--- src/rtl/mult_issue_queue.sv ---
// Operand FIFO feeding a sequential multiplier, one op in flight at a time.
// Define MULT_ISSUE_TIMEOUT_EN to add a 15-cycle WAIT watchdog with err_o.
module mult_issue_queue #(
    parameter int W     = 4,
    parameter int DEPTH = 4
) (
    input  logic                     clk_in,
    input  logic                     rst_in,
    input  logic                     in_valid_i,
    input  logic [W-1:0]             in_x_i,
    input  logic [W-1:0]             in_y_i,
    output logic                     in_ready_o,
    output logic [W-1:0]             mul_x_o,
    output logic [W-1:0]             mul_y_o,
    output logic                     mul_start_o,
    input  logic [W-1:0]             mul_product_i,
    input  logic                     mul_ready_i,
    output logic                     res_valid_o,
    output logic [W-1:0]             res_data_o,
    input  logic                     res_ready_i,
    output logic                     err_o,
    output logic [$clog2(DEPTH):0]   level_o
);

    localparam int AW = $clog2(DEPTH);
    localparam int LW = AW + 1;

    typedef enum logic [1:0] {
        IDLE,
        ISSUE,
        WAIT
    } state_t;

    state_t state_q, state_d;

    logic [W-1:0]  mem_x [DEPTH];
    logic [W-1:0]  mem_y [DEPTH];
    logic [AW-1:0] wr_ptr_q, rd_ptr_q;
    logic [LW-1:0] level_q;

    logic          full, empty, push, pop;
    logic          issue_go, timeout;

    logic          mul_start_q;
    logic [W-1:0]  mul_x_q, mul_y_q;
    logic          res_valid_q;
    logic [W-1:0]  res_data_q;

    assign full     = (level_q == LW'(DEPTH));
    assign empty    = (level_q == '0);
    assign push     = in_valid_i && !full;
    assign pop      = (state_q == ISSUE);
    assign issue_go = (state_q == IDLE) && !empty && !res_valid_q;

    assign in_ready_o  = !full;
    assign level_o     = level_q;
    assign mul_start_o = mul_start_q;
    assign mul_x_o     = mul_x_q;
    assign mul_y_o     = mul_y_q;
    assign res_valid_o = res_valid_q;
    assign res_data_o  = res_data_q;

    // operand storage, written only when not full
    always_ff @(posedge clk_in) begin
        if (push) begin
            mem_x[wr_ptr_q] <= in_x_i;
            mem_y[wr_ptr_q] <= in_y_i;
        end
    end

    // FIFO pointers and occupancy; pointers wrap naturally at DEPTH
    always_ff @(posedge clk_in) begin
        if (rst_in) begin
            wr_ptr_q <= '0;
            rd_ptr_q <= '0;
            level_q  <= '0;
        end else begin
            if (push) wr_ptr_q <= wr_ptr_q + 1'b1;
            if (pop)  rd_ptr_q <= rd_ptr_q + 1'b1;
            unique case ({push, pop})
                2'b10:   level_q <= level_q + LW'(1);
                2'b01:   level_q <= level_q - LW'(1);
                default: level_q <= level_q;
            endcase
        end
    end

`ifdef MULT_ISSUE_TIMEOUT_EN
    logic [3:0] wait_cnt_q;
    logic       err_q;

    // fires on the 15th WAIT cycle without a product
    assign timeout = (state_q == WAIT) && !mul_ready_i
                     && (wait_cnt_q == 4'd14);
    assign err_o   = err_q;

    // WAIT-cycle counter, cleared on entry to WAIT
    always_ff @(posedge clk_in) begin
        if (rst_in) begin
            wait_cnt_q <= '0;
        end else if (state_q == ISSUE) begin
            wait_cnt_q <= '0;
        end else if (state_q == WAIT) begin
            wait_cnt_q <= wait_cnt_q + 4'd1;
        end
    end

    // sticky timeout flag
    always_ff @(posedge clk_in) begin
        if (rst_in) begin
            err_q <= 1'b0;
        end else if (timeout) begin
            err_q <= 1'b1;
        end
    end
`else
    assign timeout = 1'b0;
    assign err_o   = 1'b0;
`endif

    // state register
    always_ff @(posedge clk_in) begin
        if (rst_in) begin
            state_q <= IDLE;
        end else begin
            state_q <= state_d;
        end
    end

    // next-state logic
    always_comb begin
        state_d = state_q;
        unique case (state_q)
            IDLE:    if (issue_go) state_d = ISSUE;
            ISSUE:   state_d = WAIT;
            WAIT: begin
                if (mul_ready_i)  state_d = IDLE;
                else if (timeout) state_d = IDLE;
            end
            default: state_d = IDLE;
        endcase
    end

    // issue registers: start pulse and operands latched from the head
    always_ff @(posedge clk_in) begin
        if (rst_in) begin
            mul_start_q <= 1'b0;
            mul_x_q     <= '0;
            mul_y_q     <= '0;
        end else begin
            mul_start_q <= issue_go;
            if (issue_go) begin
                mul_x_q <= mem_x[rd_ptr_q];
                mul_y_q <= mem_y[rd_ptr_q];
            end
        end
    end

    // result capture and consumer handshake
    always_ff @(posedge clk_in) begin
        if (rst_in) begin
            res_valid_q <= 1'b0;
            res_data_q  <= '0;
        end else if ((state_q == WAIT) && mul_ready_i) begin
            res_valid_q <= 1'b1;
            res_data_q  <= mul_product_i;
        end else if (res_valid_q && res_ready_i) begin
            res_valid_q <= 1'b0;
        end
    end

endmodule

--- config.mk ---
export PLATFORM = sky130hd
export DESIGN_NAME = mult_issue_queue
export DESIGN_NICKNAME = d
export VERILOG_FILES = /design/src/rtl/mult_issue_queue.sv
export SDC_FILE = /design/constraint.sdc
export NUM_CORES = 1
export LEC_CHECK = 0
export ABC_AREA = 0
export CORE_UTILIZATION = 48
export DETAILED_ROUTE_END_ITERATION = 16
export GPL_TIMING_DRIVEN = 0
export PLACE_DENSITY_LB_ADDON = 0.08
export SLEW_MARGIN = 20
export SYNTH_ARGS = -nofsm -noshare
export SYNTH_HDL_FRONTEND = slang
export SYNTH_SLANG_ARGS = --single-unit
--- constraint.sdc ---
create_clock -name clk_in -period 3.8 [get_ports clk_in]
set_clock_uncertainty 0.2 [all_clocks]
set_input_delay 0.76 -clock clk_in [delete_from_list [all_inputs] [get_ports clk_in]]
set_output_delay 0.76 -clock clk_in [all_outputs]
set_load 0.01 [all_outputs]
==> summary.md, run 1 <==
| Metric | Value |
|---|---|
| GR Overflow Total | 0 |
| First-pass GRT wire length | 6.24 mm |
| Vias per inst | 5.21 |
| Max Cap Violations | 0 |
| Max VDD drop | 0.000337 V |
| Netlist cell types | 32 |
| Drc violations | 0 |
| Floorplan core area | 4350 um2 |
| Area Growth Syn to Fin | 23.2% |
| Dpl cells | 240 |
| Top-count cell post-synth | edfxtp_1 |
| H-tree levels | 2 |
| CTS tree | yes |
| Worst-margin pin slew | 592 ps |
| Post-CTS Setup Inserts | 0 |
| Largest net degree at the start of global routing | 18 |
| # hold bufs at CTS | 0 |
| Io pins | 36 |
| Achievable clock frequency | 370 MHz |
| Startpoint Class | flop |
| Die Height | 69.4 um |
| Vias in the first global route | 1331 |
| Num rows | 24 |
| Max incr delay on CP | 470 ps |
| Overall power | 1.75 mW |
| Pre-Repair DR Iteration Count | 4 |
| Dpl cell area | 2580 um2 |
| Filler Cells Inserted | 332 |
| Setup Viol. Count Final | 0 |
| Outcome | complete, no violations |
| Synthesized flop and latch total | 55 |
| Routability Congestion | 0.690 |
| Final ANT Viol Nets | 0 |
| # resized after CTS | 0 |
| Hpwl dp | 2.63 mm |
| Die footprint | 4820 um2 |
| Port bufs | 33 |
| Initial core utilization | 0.501 |
| Crit Path Max Fanout | 10 |
| Critical path data arrival time | 1750 ps |
| Hold slack | 280 ps |
| Reg2Reg Setup Slack | 1150 ps |
| Nets | 218 |
| CTS root buf | clkbuf_8 |
| Synth cell count leaders | edfxtp_1 (32), dfxtp_1 (23), a21oi_1 (11), nor2_1 (11), nand3_1 (10) |
| Slew Viols, Final | 0 |
| Wirelength per Cell | 14.7 um |
| Bufs and invs on worst path | 2 |
| Fin cells | 248 |
| Clock latency on the worst-skew pair | 300 ps |
| PD cells | 649 nW/um2 |
| Sink Count | 55 |
| Slew headroom | 0.605 |
| Commonest register cell after synthesis | edfxtp_1 |
| DR iter-0 viols | 80 |
| CP Class | flop to output pin |
| Ratio of cells with drive above 1 in the final layout | 0.143 |
| Crit-path cells | or3b_1 > buf_6 > clkdlybuf4s50_1 |
| CTS Buf Count | 5 |
| Leakage | 0.950 nW |
| Vias | 1292 |
| Yosys warning count | 0 |
| Post-Syn Nets | 178 |
| Synth area leaders | edfxtp_1 (44%), dfxtp_1 (21%), mux4_2 (8.3%), ha_1 (2.9%), a21oi_1 (2.5%) |
| Final period util | 0.712 |
| Syn_area_per_cell | 14.1 um2 |
| Worst setup EP type | output pin |
| Clock transition at path regs | 90 ps |
| N_diodes | 0 |
| Fin Setup TNS | 0 ps |
| Worst path slowest cell | clkdlybuf4s50_1 |
| Seq/Total Area, Yosys | 0.651 |
| Total wire length | 3.64 mm |
| Initial antenna violation count | 0 |
| Mapped Cells | 155 |
| Async set or reset register ratio after synthesis | 0 |
| Number of flops mapped to enable cells by yosys | 32 |
| Cell taking the most area after synthesis | edfxtp_1 |
| Gr usage total | 0.169 |
| Top cell type's share of synthesized area | 0.440 |
| Final Hold Viols | 0 |
| Post-synthesis cell area | 2180 um2 |
| Finished Cell Area | 2690 um2 |
| Min Tclk post-route | 2710 ps |
| Maximum buffer depth of the clock tree | 2 |
| RSZ-0062 raised after global routing | no |
| Cell family with most CP delay | buffers and inverters |
| Die Wd | 69.4 um |
| Hold WC Path Type | flop to flop |
| CP required | 2840 ps |
[sequential cells by signal (all words and copies together), names as in the netlist]
| register | cells |
|---|---|
| mem_x | 16 |
| mem_y | 16 |
| mul_x_o | 4 |
| mul_y_o | 4 |
| res_data_o | 4 |
| level_o | 3 |
| rd_ptr_q | 2 |
| state_q | 2 |
| wr_ptr_q | 2 |
| mul_start_o | 1 |
| res_valid_o | 1 |
[layout by cell type, fill, tap and decap left out, types with 2 or more instances in the layout]
| master | Yosys | final |
|---|---|---|
| clkdlybuf4s50_1 | 0 | 33 |
| edfxtp_1 | 32 | 32 |
| dfxtp_1 | 23 | 23 |
| a21oi_1 | 11 | 11 |
| nor2_1 | 11 | 11 |
| nand3_1 | 10 | 10 |
| o21ai_0 | 9 | 9 |
| mux4_2 | 8 | 8 |
| inv_1 | 5 | 5 |
| ha_1 | 5 | 5 |
| clkbuf_8 | 0 | 5 |
| and3_2 | 4 | 4 |
| mux2i_1 | 4 | 4 |
| buf_1 | 3 | 3 |
| xor2_1 | 3 | 3 |
| or3_1 | 2 | 2 |
| nor3_2 | 2 | 2 |
| buf_4 | 2 | 2 |
| clkbuf_1 | 2 | 2 |
| nand3b_1 | 2 | 2 |
| a21o_1 | 2 | 2 |
| a21oi_2 | 2 | 2 |
| nor3_1 | 2 | 2 |
[routing by layer]
metal  track usage  part of all wire  vias to the layer above
met4        0.0635             0.015                        0
met5             0                 0                        -
li1              -                 -                      644
met1         0.208              0.45                      614
met2         0.282              0.49                       27
met3        0.0480             0.038                        7
[power breakdown]
group,switching [mW],internal [mW]
combinational,0.285,0.287
clock,0.183,0.197
sequential,0.0604,0.735
total,0.529,1.22
[through the flow]
step                setup slack, ps   util
floorplan                      1290      -
detailed placement             1160  0.592
CTS                            1080  0.618
global placement               1240  0.592
global route                   1010  0.618
finish                         1090  0.618
[cell type report]
class	instances	area (um2)	share of cell area
flip-flops and latches	55	1420	0.528
well taps	52	65.1	0.0242
repair buffers	33	330	0.123
multi-input cells	86	693	0.258
clock buffers	5	68.8	0.0256
clock inverters	3	42.5	0.0158
inverters	5	18.8	0.00698
plain buffers	9	50.0	0.0186
[worst register-to-register path, stage by stage (launching register included)]
cell,delay [ps]
dfxtp_1,420
or3b_1,400
buf_6,150
nand2_1,70
ha_1,180
inv_1,60
fa_1,380
xor2_1,160
or3_2,410
a21oi_1,150
[worst paths after layout]
kind,start,end,cells after the start
min reg2reg,mul_y_o[2]$_SDFFE_PP0P_,mul_y_o[2]$_SDFFE_PP0P_,2
min,mul_y_o[2]$_SDFFE_PP0P_,mul_y_o[2]$_SDFFE_PP0P_,2
max reg2reg,level_o[2]$_SDFFE_PP0P_,level_o[2]$_SDFFE_PP0P_,9
max,level_o[2]$_SDFFE_PP0P_,in_ready_o,3
[cells by family after synthesis]
group           synth area share
buf+inv                   0.0315
mux                        0.101
xor+xnor                  0.0160
other cells              0.00172
compound gates            0.0607
flops                      0.651
simple gates               0.100
fa+ha+maj                 0.0378
(Power assumes the default switching activity.)
==> run 2: changes to the inputs <==
==> constraint.sdc (replaced) <==
create_clock -name clk_in -period 2.8 [get_ports clk_in]
set_clock_uncertainty 0.2 [all_clocks]
set_input_delay 0.56 -clock clk_in [delete_from_list [all_inputs] [get_ports clk_in]]
set_output_delay 0.56 -clock clk_in [all_outputs]
set_load 0.01 [all_outputs]
==> results of run 2 <==
Same layout as run 1 (identical final DEF). Status: complete, no violations.
Main changes from that run: setup slack after placement 1160 ps -> 181 ps; setup slack after layout 1090 ps -> 154 ps; end point of the critical path in_ready_o -> level_o[2]$_SDFFE_PP0P_; register-to-register setup slack 1150 ps -> 150 ps; total power 1.75 mW -> 2.37 mW; worst IR drop on VDD 0.000337 V -> 0.000458 V
==> run 3: changes to the inputs <==
--- a/config.mk
+++ b/config.mk
@@ -6,7 +6,9 @@
 export NUM_CORES = 1
 export LEC_CHECK = 0
 export ABC_AREA = 0
+export CORE_MARGIN = 8
 export CORE_UTILIZATION = 48
+export CTS_BUF_LIST = sky130_fd_sc_hd__clkbuf_4 sky130_fd_sc_hd__clkbuf_8
 export DETAILED_ROUTE_END_ITERATION = 16
 export GPL_TIMING_DRIVEN = 0
 export PLACE_DENSITY_LB_ADDON = 0.08
==> summary.md, run 3 (synthesis gave the netlist of run 1 again) <==
| Metric | Value |
|---|---|
| Sequential power share | 0.455 |
| Hold WC Path Type | flop to flop |
| Slew Viols, Final | 0 |
| Switch share | 0.305 |
| Logic pwr share | 0.331 |
| Largest regs | mem_x (16), mem_y (16) |
| Die footprint | 6960 um2 |
| NetSw | 0.726 mW |
| Finished Cell Area | 2690 um2 |
| CP required | 2840 ps |
| Outcome | complete, no violations |
| Max Cap Violations | 0 |
| Critical path data arrival time | 2670 ps |
| Total wire length | 4.05 mm |
| Worst Setup SP | level_o[2]$_SDFFE_PP0P_ |
| Crit Path Max Fanout | 10 |
| Pre-Repair DR Iteration Count | 4 |
| Final Hold Viols | 0 |
| Sink Count | 55 |
| CTS Buf Count | 5 |
| Worst-margin pin slew | 554 ps |
| GR Overflow Total | 0 |
| # hold bufs at CTS | 0 |
| Worst r2r src | level_o[2]$_SDFFE_PP0P_ |
| RSZ-0062 raised after global routing | no |
| CP Class | flop to flop |
| Clock latency on the worst-skew pair | 300 ps |
| Drc violations | 0 |
| Vias per inst | 5.36 |
| Nets | 218 |
| CTS tree | yes |
| Vias | 1330 |
| Internal | 1.65 mW |
| Most common cell after layout, fill and taps aside | clkdlybuf4s50_1 |
| Max VDD drop | 0.000486 V |
| Filler Cells Inserted | 320 |
| N_diodes | 0 |
| Leakage | 0.948 nW |
| H-tree levels | 2 |
| Die Height | 83.4 um |
| Num rows | 24 |
| Reg-to-reg endpoint | level_o[2]$_SDFFE_PP0P_ |
| Gr usage total | 0.118 |
| Clock power share | 0.214 |
| Wirelength per Cell | 16.3 um |
| Ratio of cells with drive above 1 in the final layout | 0.148 |
| Startpoint Class | flop |
| Worst-case reg-to-reg path depth | 9 |
| PD cells | 884 nW/um2 |
| Post-CTS Setup Inserts | 0 |
| Routability Congestion | 0.739 |
| Maximum buffer depth of the clock tree | 2 |
| Io pins | 36 |
| Initial antenna violation count | 0 |
| Final ANT Viol Nets | 0 |
| Setup Viol. Count Final | 0 |
| Floorplan core area | 4380 um2 |
| Area Growth Syn to Fin | 23.3% |
| Port bufs | 33 |
| Fin Setup TNS | 0 ps |
| Worst setup EP type | flop |
| DR iter-0 viols | 65 |
| Place WS | 192 ps |
| Slew headroom | 0.630 |
| Critical Path End | level_o[2]$_SDFFE_PP0P_ |
| Post-Route Utilization | 0.614 |
| Achievable clock frequency | 380 MHz |
| Hpwl dp | 2.94 mm |
| Vias in the first global route | 1314 |
| CTS root buf | clkbuf_8 |
| Initial core utilization | 0.498 |
| Min Tclk post-route | 2630 ps |
| Final period util | 0.939 |
| # resized after CTS | 0 |
| Dpl cell area | 2580 um2 |
| Clock transition at path regs | 90 ps |
| First-pass GRT wire length | 6.62 mm |
| Reg2Reg Setup Slack | 170 ps |
| Commonest cells after routing, fill and taps aside | clkdlybuf4s50_1 (33), edfxtp_1 (32), dfxtp_1 (23) |
| Largest net degree at the start of global routing | 18 |
| PnR worst setup slack | 169 ps |
| Die Wd | 83.4 um |
run 3: area by class of cell:
cell class | count | area (um2) | area share
inverters | 5 | 18.8 | 0.00697
clock inverters | 3 | 43.8 | 0.0163
repair buffers | 33 | 330 | 0.123
clock buffers | 5 | 68.8 | 0.0256
flip-flops and latches | 55 | 1420 | 0.528
well taps | 52 | 65.1 | 0.0242
multi-input cells | 86 | 693 | 0.258
plain buffers | 9 | 50.0 | 0.0186
run 3: worst min-delay path by stage:
stage                            start                      end  slack [ps]  cells after the start
6_report       mul_x_o[1]$_SDFFE_PP0P_  mul_x_o[1]$_SDFFE_PP0P_         280                      2
5_1_grt        mul_y_o[1]$_SDFFE_PP0P_  mul_y_o[1]$_SDFFE_PP0P_         310                      2
4_1_cts        mul_x_o[1]$_SDFFE_PP0P_  mul_x_o[1]$_SDFFE_PP0P_         280                      2
3_5_place_dp   mul_x_o[1]$_SDFFE_PP0P_  mul_x_o[1]$_SDFFE_PP0P_         270                      2
3_3_place_gp   mul_y_o[1]$_SDFFE_PP0P_  mul_y_o[1]$_SDFFE_PP0P_         270                      2
2_1_floorplan  mul_x_o[2]$_SDFFE_PP0P_  mul_x_o[2]$_SDFFE_PP0P_         290                      2
run 3: worst max-delay path, cell delays in order, from the launching register on:
cell,delay (ps)
dfxtp_1,420
or3b_1,390
buf_6,150
nand2_1,60
ha_1,180
inv_1,60
fa_1,380
xor2_1,160
or3_2,410
a21oi_1,140
run 3: routing by layer:
layer,track usage,vias to the layer above,wire (um),share of wire
li1,-,641,-,-
met1,0.135,644,1790,0.44
met2,0.190,40,1920,0.47
met3,0.0508,5,279,0.069
met4,0.0471,0,61,0.015
met5,0,-,0,0
run 3: through the flow:
| stage | std cells | hold slack, ps | power [mW] |
|---|---|---|---|
| finish | 248 | 285 | 2.38 |
| global route | 248 | 312 | 2.52 |
| CTS | 248 | 285 | 2.41 |
| detailed placement | 240 | 272 | 1.90 |
| global placement | 240 | 267 | 1.87 |
| floorplan | 155 | 292 | 1.58 |
run 3: power by group through the flow:
stage                     combinational (mW)  sequential, mW  clock (mW)
after global placement                 0.776            1.09           0
after floorplan                        0.455            1.12           0
after global routing                   0.866            1.10       0.553
final                                  0.787            1.08       0.509
after CTS                              0.799            1.08       0.526
after detailed placement               0.795            1.10           0
